**src/rtl/time_sync_pkg.sv**
```systemverilog
// Shared constants, state encodings and digit-limit helper for the time-sync receiver.
package time_sync_pkg;

  localparam logic [7:0] CH_HASH = 8'h23;
  localparam logic [7:0] CH_CR   = 8'h0D;
  localparam logic [7:0] CH_ZERO = 8'h30;

  typedef enum logic [1:0] {R_IDLE, R_START, R_DATA, R_STOP} line_state_e;

  typedef enum logic [2:0] {P_IDLE, P_D0, P_D1, P_D2, P_D3, P_D4, P_D5, P_CR} parse_state_e;

  // Largest digit allowed at a position; the hour-ones limit depends on hour tens.
  function automatic logic [3:0] digit_max(input parse_state_e st, input logic [3:0] d0);
    case (st)
      P_D0:       return 4'd2;
      P_D1:       return (d0 == 4'd2) ? 4'd3 : 4'd9;
      P_D2, P_D4: return 4'd5;
      default:    return 4'd9;
    endcase
  endfunction

endpackage

```
**src/rtl/uart_rx_byte.sv**
```systemverilog
// 8N1 byte receiver: byte strobe one cycle after the stop-bit sample, ~2 cycles sync delay.
// No backpressure: each byte is offered for exactly one cycle.
module uart_rx_byte
  import time_sync_pkg::*;
#(
  parameter int CLKS_PER_BIT = 10
) (
  input  logic       clk,
  input  logic       rst,
  input  logic       rxd_i,
  output logic [7:0] byte_o,
  output logic       byte_valid_o,
  output logic       byte_ferr_o
);

  localparam int CW = $clog2(CLKS_PER_BIT);
  localparam logic [CW-1:0] FULL_M1 = CW'(CLKS_PER_BIT - 1);
  localparam logic [CW-1:0] HALF_M1 = CW'(CLKS_PER_BIT / 2 - 1);

  line_state_e   state_q;
  logic          sync1_q, sync2_q, armed_q;
  logic [CW-1:0] cnt_q;
  logic [2:0]    bit_q;
  logic [7:0]    shift_q;

  always_ff @(posedge clk or posedge rst) begin
    if (rst) begin
      sync1_q      <= 1'b1;
      sync2_q      <= 1'b1;
      armed_q      <= 1'b0;
      state_q      <= R_IDLE;
      cnt_q        <= '0;
      bit_q        <= '0;
      shift_q      <= '0;
      byte_o       <= '0;
      byte_valid_o <= 1'b0;
      byte_ferr_o  <= 1'b0;
    end else begin
      sync1_q      <= rxd_i;
      sync2_q      <= sync1_q;
      byte_valid_o <= 1'b0;
      byte_ferr_o  <= 1'b0;
      case (state_q)
        R_IDLE: begin
          // armed_q only rises after the line has been seen high, so a held-low line cannot retrigger.
          armed_q <= sync2_q;
          cnt_q   <= '0;
          if (armed_q && !sync2_q) state_q <= R_START;
        end
        R_START: begin
          if (cnt_q == HALF_M1) begin
            cnt_q   <= '0;
            bit_q   <= '0;
            state_q <= sync2_q ? R_IDLE : R_DATA;
          end else begin
            cnt_q <= cnt_q + 1'b1;
          end
        end
        R_DATA: begin
          if (cnt_q == FULL_M1) begin
            cnt_q   <= '0;
            shift_q <= {sync2_q, shift_q[7:1]};
            bit_q   <= bit_q + 3'd1;
            if (bit_q == 3'd7) state_q <= R_STOP;
          end else begin
            cnt_q <= cnt_q + 1'b1;
          end
        end
        R_STOP: begin
          if (cnt_q == FULL_M1) begin
            cnt_q        <= '0;
            state_q      <= R_IDLE;
            armed_q      <= 1'b0;
            byte_o       <= shift_q;
            byte_valid_o <= sync2_q;
            byte_ferr_o  <= !sync2_q;
          end else begin
            cnt_q <= cnt_q + 1'b1;
          end
        end
        default: state_q <= R_IDLE;
      endcase
    end
  end

endmodule

```
**src/rtl/time_sync_rx.sv**
```systemverilog
// Parses "#HHMMSS<CR>" into BCD time; load or frame_err one cycle after the deciding byte.
// No backpressure: partial frames wait indefinitely for the next byte.
module time_sync_rx
  import time_sync_pkg::*;
#(
  parameter int CLK_HZ       = 50_000_000,
  parameter int BAUD         = 9600,
  parameter int CLKS_PER_BIT = CLK_HZ / BAUD
) (
  input  logic       clk,
  input  logic       rst,
  input  logic       rxd,
  output logic       load,
  output logic [1:0] hour_tens,
  output logic [3:0] hour_ones,
  output logic [2:0] min_tens,
  output logic [3:0] min_ones,
  output logic [2:0] sec_tens,
  output logic [3:0] sec_ones,
  output logic       frame_err,
  output logic       busy
);

  logic [7:0]   rx_byte;
  logic         rx_vld, rx_ferr;
  parse_state_e p_q;
  logic [3:0]   sh_q [6];
  logic [7:0]   dval;
  logic         in_range;
  logic [2:0]   pos;

  uart_rx_byte #(.CLKS_PER_BIT(CLKS_PER_BIT)) u_rx (
    .clk          (clk),
    .rst          (rst),
    .rxd_i        (rxd),
    .byte_o       (rx_byte),
    .byte_valid_o (rx_vld),
    .byte_ferr_o  (rx_ferr)
  );

  always_comb begin
    dval     = rx_byte - CH_ZERO;
    pos      = 3'(p_q) - 3'd1;
    in_range = (rx_byte >= CH_ZERO) && (rx_byte <= CH_ZERO + 8'd9) &&
               (dval[3:0] <= digit_max(p_q, sh_q[0]));
  end

  assign busy = (p_q != P_IDLE);

  always_ff @(posedge clk or posedge rst) begin
    if (rst) begin
      p_q       <= P_IDLE;
      for (int i = 0; i < 6; i++) sh_q[i] <= '0;
      load      <= 1'b0;
      frame_err <= 1'b0;
      hour_tens <= '0;
      hour_ones <= '0;
      min_tens  <= '0;
      min_ones  <= '0;
      sec_tens  <= '0;
      sec_ones  <= '0;
    end else begin
      load      <= 1'b0;
      frame_err <= 1'b0;
      if (rx_ferr && p_q != P_IDLE) begin
        frame_err <= 1'b1;
        p_q       <= P_IDLE;
      end else if (rx_vld) begin
        case (p_q)
          P_IDLE: if (rx_byte == CH_HASH) p_q <= P_D0;
          P_CR: begin
            if (rx_byte == CH_CR) begin
              load      <= 1'b1;
              hour_tens <= sh_q[0][1:0];
              hour_ones <= sh_q[1];
              min_tens  <= sh_q[2][2:0];
              min_ones  <= sh_q[3];
              sec_tens  <= sh_q[4][2:0];
              sec_ones  <= sh_q[5];
              p_q       <= P_IDLE;
            end else begin
              frame_err <= 1'b1;
              p_q       <= (rx_byte == CH_HASH) ? P_D0 : P_IDLE;
            end
          end
          default: begin
            if (in_range) begin
              sh_q[pos] <= dval[3:0];
              p_q       <= parse_state_e'(3'(p_q) + 3'd1);
            end else begin
              // A stray '#' is taken as the start of a fresh frame.
              frame_err <= 1'b1;
              p_q       <= (rx_byte == CH_HASH) ? P_D0 : P_IDLE;
            end
          end
        endcase
      end
    end
  end

endmodule

```
**config.mk**
```make
export PLATFORM = sky130hd
export DESIGN_NAME = time_sync_rx
export DESIGN_NICKNAME = d
export VERILOG_FILES = /design/src/rtl/time_sync_pkg.sv /design/src/rtl/uart_rx_byte.sv /design/src/rtl/time_sync_rx.sv
export SDC_FILE = /design/constraint.sdc
export NUM_CORES = 1
export LEC_CHECK = 0
export ABC_CLOCK_PERIOD_IN_PS = 3500
export BUFFER_PORTS_ARGS = -buffer_cell sky130_fd_sc_hd__buf_2
export CAP_MARGIN = 20
export CORE_MARGIN = 2
export CORE_UTILIZATION = 55
export CTS_BUF_LIST = sky130_fd_sc_hd__clkbuf_4
export DETAILED_ROUTE_END_ITERATION = 7
export PLACE_DENSITY = 0.71
export SLEW_MARGIN = 20
export SYNTH_ARGS = -nofsm -noshare
export SYNTH_HDL_FRONTEND = slang
export SYNTH_SLANG_ARGS = --single-unit
```
**constraint.sdc**
```tcl
create_clock -name clk -period 3.5 [get_ports clk]
set_input_delay 0.35 -clock clk [delete_from_list [all_inputs] [get_ports clk]]
set_output_delay 0.35 -clock clk [all_outputs]
set_load 0.02 [all_outputs]
```
Yosys cells after proc, flatten, opt, wreduce, memory -nomap -nowiden
Cells that the tools add are included.
{"block": "op_classes", "addsub": 5, "magnitude_cmp": 5, "eq_ne": 20, "muxes": 40, "bitwise": 3, "reduce_logical": 23}
{"op": "one-hot mux 13 bit (3 select lines)", "count": 1}
{"op": "two-way mux 13 bit", "count": 2}
{"op": "bitwise mux 24 bit", "count": 1}
{"op": "two-way mux 3 bit", "count": 6}
{"op": "two-way mux 1 bit", "count": 15}
{"op": "adder 13 x 1 -> 13 bit (second input constant)", "count": 1}
{"op": "== test 13 x 12 -> 1 bit (second input constant)", "count": 1}
{"op": "== test 13 bit (second input constant)", "count": 1}
{"op": "demux 4 bit (select 3 bit)", "count": 1}
{"op": "two-way mux 2 bit", "count": 6}
{"op": "one-hot mux 3 bit (2 select lines)", "count": 2}
{"op": "one-hot mux 4 bit (3 select lines)", "count": 1}
{"op": "inequality test 2 x 1 -> 1 bit (second input constant)", "count": 5}
{"op": "== test 3 bit (second input constant)", "count": 3}
{"op": "== test 8 x 4 -> 1 bit (second input constant)", "count": 1}
{"op": "== test 8 x 6 -> 1 bit (second input constant)", "count": 1}
{"op": ">= comparator 8 x 6 -> 1 bit (second input constant)", "count": 1}
{"op": "<= comparator 8 x 6 -> 1 bit (second input constant)", "count": 1}
{"op": "two-way mux 4 bit", "count": 2}
{"op": "one-hot mux 2 bit (4 select lines)", "count": 1}
{"op": "AND reduction 2 bit", "count": 4}
{"op": "AND reduction 4 bit", "count": 2}
{"op": "adder 3 x 1 -> 3 bit (second input constant)", "count": 2}
{"op": "== test 3 x 2 -> 1 bit (second input constant)", "count": 2}
{"op": "other kinds (22)", "count": 33}
{"block": "word_totals", "regBits": 88, "output_inout_bits": 23}

Logic depth before layout (Yosys ltp)
Gate-level depths: netlist of run 1.
{"block": "depth", "ltp_word": 9, "mapped_depth": 9}

Hierarchy
From an unflattened synthesis of run 1, not the netlist that was laid out.
{"block": "hier_totals", "cells_unflattened": 332, "hier_area_um2": 4260.3}
{"module": "time_sync_rx", "n_inst": 1, "cells_per_inst": 183, "area_each_um2": 2457.4}
{"module": "uart_rx_byte", "n_inst": 1, "cells_per_inst": 149, "area_each_um2": 1803.0}

Worst setup path before layout of run 1
OpenSTA, ideal clock, no wires.
{"block": "synth_timing", "kind": "register -> register", "from": "register p_q[0]", "to": "register sh_q[2] (netlist name)", "arrival_time_ns": 2.605, "required_ns": 3.372, "setup_slack_ns": 0.767, "path_stages_with_launch": 10, "path_buffers": 0, "synth_period_minus_slack_ns": 2.733, "path_cell_list": "dfrtp_1 -> inv_1 -> ha_1 -> nor3b_1 -> a211oi_1 -> ha_1 -> a211oi_1 -> o21ai_1 -> a2111oi_4 -> mux2_1"}
{"block": "synth_between", "elab_chain_len": 7, "elab_cells_between_ends": 24}
{"item": "start, declared", "line": "time_sync_rx.sv:26", "source": "parse_state_e p_q;"}
{"item": "start signal, assigned", "line": "time_sync_rx.sv:83", "source": "p_q <= (rx_byte == CH_HASH) ? P_D0 : P_IDLE;"}
{"item": "start signal, assigned", "line": "time_sync_rx.sv:89", "source": "p_q <= parse_state_e'(3'(p_q) + 3'd1);"}
{"item": "start signal, assigned", "line": "time_sync_rx.sv:93", "source": "p_q <= (rx_byte == CH_HASH) ? P_D0 : P_IDLE;"}
{"item": "subtractor 3 x 1 -> 3 bit", "line": "time_sync_rx.sv:43", "source": "pos = 3'(p_q) - 3'd1;"}
{"item": "inverter 3 -> 4 bit (implied by the code)", "line": "time_sync_rx.sv:88", "source": "sh_q[pos] <= dval[3:0];"}
{"item": ">= comparator 4 bit (implied by the code) or less-than comparator 4 x 1 -> 1 bit (tied branches)", "line": "time_sync_rx.sv:88"}
{"item": "logical AND 1 bit (implied by the code)", "line": "time_sync_rx.sv:88"}
{"item": "two-way mux 4 bit (implied by the code)", "line": "time_sync_rx.sv:88"}
{"item": "demux 4 bit (select 3 bit)", "line": "time_sync_rx.sv:88"}
{"item": "bitwise mux 24 bit", "line": "time_sync_rx.sv:88"}
{"item": "end signal, assigned by index", "line": "time_sync_rx.sv:88"}
{"item": "end, declared", "line": "time_sync_rx.sv:27", "source": "logic [3:0] sh_q [6];"}
Parallel ways exist; a longest one is shown, timed or not.
A chain may end at the register's enable or synchronous reset.

Worst setup path after layout of run 1
{"block": "layout_timing", "from": "register p_q[0]", "to": "register sh_q[1] (netlist name)"}
Same word-level chain as after synthesis.

==> results of run 1 <==
[power groups by stage]
| stage | clock network (mW) | logic [mW] | registers, mW |
|---|---|---|---|
| 3_3_place_gp | 0 | 0.304 | 1.06 |
| 5_1_grt | 0.570 | 0.351 | 1.05 |
| 2_1_floorplan | 0 | 0.258 | 1.06 |
| 3_5_place_dp | 0 | 0.305 | 1.07 |
| 4_1_cts | 0.527 | 0.309 | 1.05 |
| 6_report | 0.518 | 0.304 | 1.05 |
[flip-flops by register name, summed over array words and instances, names as in the netlist, 2 cells and up, named ones only]
| signal | cells |
|---|---|
| sh_q | 22 |
| u_rx.cnt_q | 13 |
| sec_tens | 3 |
| min_tens | 3 |
| u_rx.shift_q | 8 |
| sec_ones | 4 |
| p_q | 3 |
| hour_tens | 2 |
| u_rx.bit_q | 3 |
| hour_ones | 4 |
| u_rx.byte_o | 8 |
| min_ones | 4 |
[layer usage]
metal | up-vias | share of wire | track usage
met4 | 0 | 0.019 | 0.0784
li1 | 1269 | - | -
met5 | - | 0 | 0
met2 | 53 | 0.48 | 0.317
met3 | 14 | 0.034 | 0.0374
met1 | 1353 | 0.47 | 0.265
[worst paths after layout]
kind                               from      endpoint  slack (ps)  cells past startpoint
max in group asynchronous           rst  u_rx.sync1_q        2270                      4
min in group asynchronous           rst   min_ones[0]         420                      3
min                        u_rx.sync1_q  u_rx.sync2_q         370                      0
max                              p_q[0]       sh_q[1]         370                      9
max reg2reg                      p_q[0]       sh_q[1]         370                      9
min reg2reg                u_rx.sync1_q  u_rx.sync2_q         370                      0
[cells in the final DEF (no fill, tap or decap), drive strengths merged, types with 3 or more instances in the layout]
master,instances
dfrtp,84
mux2,59
buf,27
ha,17
nand2,15
nor3,12
clkbuf,12
nor2,9
xor2,9
inv,9
o21ai,6
nand2b,5
and4,5
nand3,5
and3,5
nor4,5
o211ai,4
nand4,4
o2111ai,4
o21a,4
nand4b,3
a22oi,3
a211oi,3
mux2i,3
and2,3
a21oi,3
or4b,3
[cells by family after synthesis]
kind of cell    share of synthesized area
fa+ha+maj                          0.0492
buf+inv                            0.0284
compound gates                     0.0868
flops                               0.498
simple gates                        0.130
xor+xnor                           0.0223
mux                                 0.185
[through the flow]
step	hold WS, ps	utilization	instances
detailed placement	349	0.586	442
finish	367	0.604	460
global placement	347	0.586	442
global route	369	0.604	460
CTS	368	0.604	460
floorplan	345	-	326
[worst max-delay path, stage by stage, from the launching register on]
cell and delay (ps):
dfrtp_1 560, inv_1 200, ha_1 270, nor3b_1 140, a211oi_1 210, ha_1 300, a211oi_1 320, o21ai_1 190
a2111oi_4 450, mux2_1 370
[layout make-up]
| type | count | area (um^2) | area share |
|---|---|---|---|
| flip-flops and latches | 86 | 2150 | 0.464 |
| multi-input cells | 218 | 2050 | 0.440 |
| inverters | 9 | 35.0 | 0.00754 |
| well taps | 102 | 128 | 0.0275 |
| repair buffers | 29 | 160 | 0.0345 |
| clock buffers | 12 | 90.1 | 0.0194 |
| clock inverters | 4 | 32.5 | 0.00700 |
==> impl_results.md, run 1 <==
- Status: completed
- PwrDens: 402 nW/um^2
- Fmax: 320 MHz
- CTS Buf Count: 9
- H-Tree Depth: 3
- Final Hold Viols: 0
- CTS tree: done
- Tcrit/Tclk final: 0.894
- TNS Setup: 0 ps
- Arr. time, crit path: 3450 ps
- # clock sinks: 86
- CP Capture Type: register
- Initial antenna violation count: 0
- Post-CTS sizing: 0
- Largest net degree at the start of global routing: 38
- Ys async rst share: 1.00
- Initial DRC count: 92
- Max-slew headroom: 0.587
- Bufs on Longest Clock Path: 2
- Flop pwr share: 0.560
- Final instance area: 4650 um^2
- Post-synth top area share: 0.486
- Syn nets: 346
- Skew-Pair Late Insertion Delay: 440 ps
- Sw Ratio: 0.303
- Worst Path Max Fanout: 9
- Synthesis-to-finish area growth: 7.47%
- Ys flop type: dfrtp_1
- Flops & latches, synth: 86
- Combinational share of power: 0.163
- Post-DR vias/cell: 5.85
- Min Tclk post-route: 3130 ps
- GP Congestion: 0.968
- CTS root buffer: clkbuf_4
- DIE HEIGHT: 92.7 um
- WP data required: 3820 ps
- Final Power: 1.87 mW
- Ports: 26
- Global Route Usage Sum: 0.197
- Synth unique cells: 65
- Number of synthesized flops with an enable pin: 0
- Initial Util: 0.562
- Cell Area, Placed: 4500 um^2
- Residual DRC: 0
- Synthesis Warnings: 0
- Layout cells sized above 1: 0.243
- Yosys top cell by area: dfrtp_1
- Vias in the first global route: 2756
- Skew final: 16.5 ps
- GR Overflow Total: 0
- DIE AREA: 8590 um^2
- Core ar.: 7690 um^2
- Site Rows: 32
- Placement Setup Slack: 407 ps
- RSZ-0062 raised after global routing: no
- DPL Wire Length: 5260 um
- First-pass GRT wire length: 13300 um
- Fillers: 619
- Seq/Total Area, Yosys: 0.498
- Synthesized area: 4320 um^2
- WS Path Type: register to register
- Drt wl/cell: 16.4 um
- Die W: 92.7 um
- Most frequent cell after synthesis: dfrtp_1
- Least-Margin Pin Slew: 619 ps
- Ant. Diodes: 0
- Clock Power Share: 0.277
- Syn Area/Cell: 13.3 um^2
- Top cells by count, synth: dfrtp_1 (84), mux2_1 (29), mux2_4 (28)
- Post-Syn Instances: 326
- Final WL: 7540 um
- Via count: 2689
- Final Max Slew Viols: 0
- Post-DRT Antenna Nets: 0
- Sw power: 0.565 mW
- CTS clk-pin slew, worst paths: 130 ps
- Static leakage: 2.27 nW
- Pint: 1.30 mW
- Setup ws final: 370 ps
- Number of I/O port buffers: 25
- Largest cells by area after synthesis: dfrtp_1 (49%), mux2_4 (9.7%), mux2_1 (7.6%), ha_1 (4.9%), xor2_1 (1.8%)
- Maximum VDD drop: 532 uV
- Final setup viols: 0
- Min-Delay Path Class: register to register
- Setup bufs post-CTS: 0
- Fin nets: 373
- # hold bufs at CTS: 2
- Number of max-cap violations: 0
- 1st-pass router iterations: 4
- Worst setup SP type: register
(Power assumes the default switching activity.)
==> run 2, diff against run 1 <==
Settings changed: ABC_AREA from default to 1.
==> impl_results.md, run 2 <==
- DPL Wire Length: 5920 um
- Post-synthesis mux area share: 0
- Core ar.: 7730 um^2
- Synthesis Warnings: 0
- Largest register FFs: 22
- Yosys top cell by area: dfrtp_1
- H-Tree Depth: 3
- Synthesized area: 4380 um^2
- Bufs on Longest Clock Path: 2
- Commonest non-fill, non-tap cell in the layout: nand2_1
- Maximum VDD drop: 319 uV
- Fin nets: 572
- Largest cells by area after synthesis: dfrtp_1 (48%), nand2_1 (17%), ha_1 (4.9%), inv_1 (4.2%), nand4_1 (3.9%)
- Commonest cells after routing, fill and taps aside: nand2_1 (195), dfrtp_1 (84), inv_1 (48), nor2_1 (35), nand4_1 (27)
- Post-CTS sizing: 0
- Tcrit/Tclk final: 0.701
- XOR/XNOR Fraction of Synth Area: 0.0180
- Min Tclk post-route: 2450 ps
- Fmax: 408 MHz
- DIE AREA: 8690 um^2
- Final Hold Viols: 0
- Final WL: 8160 um
- CTS Buf Count: 9
- Static leakage: 2.41 nW
- Largest regs: sh_q: 22 flops, u_rx.cnt_q: 13 flops
- Post-DR vias/cell: 5.13
- Max-slew headroom: 0.507
- Worst path slowest cell: dfrtp_1
- Skew-Pair Late Insertion Delay: 450 ps
- Final setup viols: 0
- Initial antenna violation count: 0
- Ys async rst share: 1.00
- Initial DRC count: 175
- Via count: 3379
- Syn nets: 548
- Skew final: 16.7 ps
- # clock sinks: 86
- Ports: 26
- RSZ-0062 raised after global routing: no
- Status: completed
- Post-synth top area share: 0.480
- Ys flop type: dfrtp_1
- Residual DRC: 0
- Final Power: 1.85 mW
- CTS tree: done
- Number of max-cap violations: 0
- Post-DRT Antenna Nets: 0
- 1st-pass router iterations: 4
- Reg with most FFs: sh_q
- Largest net degree at the start of global routing: 45
- Worst setup SP type: register
- Critical path's largest stage delay: 450 ps
- Flops & latches, synth: 86
- Cell repeated most along the worst path: nand2_1
- WP data required: 3840 ps
- CTS root buffer: clkbuf_4
- Most frequent cell after synthesis: nand2_1
- Number of I/O port buffers: 25
- Seq/Total Area, Yosys: 0.492
- PwrDens: 395 nW/um^2
- Critical Path, Cell by Cell: inv_1 -> ha_1 -> inv_1 -> nor2_1 -> a21oi_1 -> ha_1 -> a21oi_1 -> nand2_1 -> a21boi_2 -> buf_4 -> nand3_1 -> nand2_1 -> nand2_1
- Site Rows: 32
- CP Capture Type: register
- Least-Margin Pin Slew: 739 ps
- Simple-Gate Fraction of Synth Area: 0.316
- Post-Syn Instances: 528
- Synth Area in Adders: 0.0486
- Top cells by count, synth: nand2_1 (195), dfrtp_1 (84), inv_1 (49)
- Synth unique cells: 34
- DIE HEIGHT: 93.2 um
- Final Max Slew Viols: 0
- Largest family of logic cells by synthesized area: simple AND/OR/NAND/NOR gates
- Number of synthesized flops with an enable pin: 0
- Worst Path Max Fanout: 29
- Synthesis-to-finish area growth: 7.20%
- Syn Area/Cell: 8.29 um^2
- WS Path Type: register to register
- Ant. Diodes: 0
- GP Congestion: 0.865
- Initial Util: 0.567
- Post-layout util: 0.607
- Die W: 93.2 um
- Compound-cell area share of the yosys netlist: 0.0466
- CTS clk-pin slew, worst paths: 140 ps
- Min-Delay Path Class: register to register
- Global Route Usage Sum: 0.209
- First-pass GRT wire length: 14400 um
- Layout cells sized above 1: 0.133
- Buf/Inv on CP: 3
- CP delay by family, top: buffers and inverters
- Arr. time, crit path: 2790 ps
- TNS Setup: 0 ps
- Drt wl/cell: 12.4 um
- Vias in the first global route: 3193
- GR Overflow Total: 0
-- run 2: changes by cell type after synthesis, moves of 18 or more --
cell	change
nand2_1	+181
inv_1	+40
mux2_1	-29
mux2_4	-28
nor2_1	+26
nand4_1	+23
o21ai_0	+18
-- run 2: path summary, 6_finish.rpt --
kind	startpoint	endpoint	slack [ps]	cells past startpoint
max in group asynchronous	rst	u_rx.sync2_q	2150	4
worst max-delay path	p_q[0]	sh_q[5]	1050	13
worst max register to register	p_q[0]	sh_q[5]	1050	13
worst min register to register	u_rx.sync1_q	u_rx.sync2_q	370	0
min in group asynchronous	rst	sec_ones[0]	540	3
worst min-delay path	u_rx.sync1_q	u_rx.sync2_q	370	0
-- run 2: repair_timing --
action,CTS,global route
endpoints found under the hold margin,18,0
hold buffers,2,0
setup buffers,0,0
-- run 2: cells by family (layout without fill, tap and decap cells) --
kind of cell / after synthesis / count (layout)
simple gates: 305 / 305
compound gates: 38 / 38
xor+xnor: 9 / 9
flops: 86 / 86
fa+ha+maj: 17 / 17
buf+inv: 73 / 102
-- run 2: metrics by stage --
stage	setup WS, ps	hold slack, ps	cell area [um^2]	cells
after global routing	800	375	4690	659
after CTS	1050	368	4690	659
after detailed placement	1080	349	4530	641
after global placement	1230	346	4530	641
final	1050	367	4690	659
after floorplan	931	345	4380	528
-- run 2: layer usage --
layer,wire (um),global-route usage,up-vias,share of wire
li1,-,-,1730,-
met1,3720,0.270,1584,0.46
met2,4070,0.352,54,0.50
met3,233,0.0346,11,0.029
met4,131,0.0809,0,0.016
met5,0,0,-,0
-- run 2: final cells by class --
type,count,area (um^2)
multi-input cells,369,1880
well taps,102,128
clock inverters,7,73.8
repair buffers,32,183
clock buffers,9,67.6
fillers,695,3030
inverters,54,209
flip-flops and latches,86,2150
-- run 2: power breakdown --
part	internal, mW	total [mW]	switching [mW]
Sequential	1.02	1.05	0.0235
Combinational	0.0701	0.230	0.160
Clock	0.220	0.576	0.356
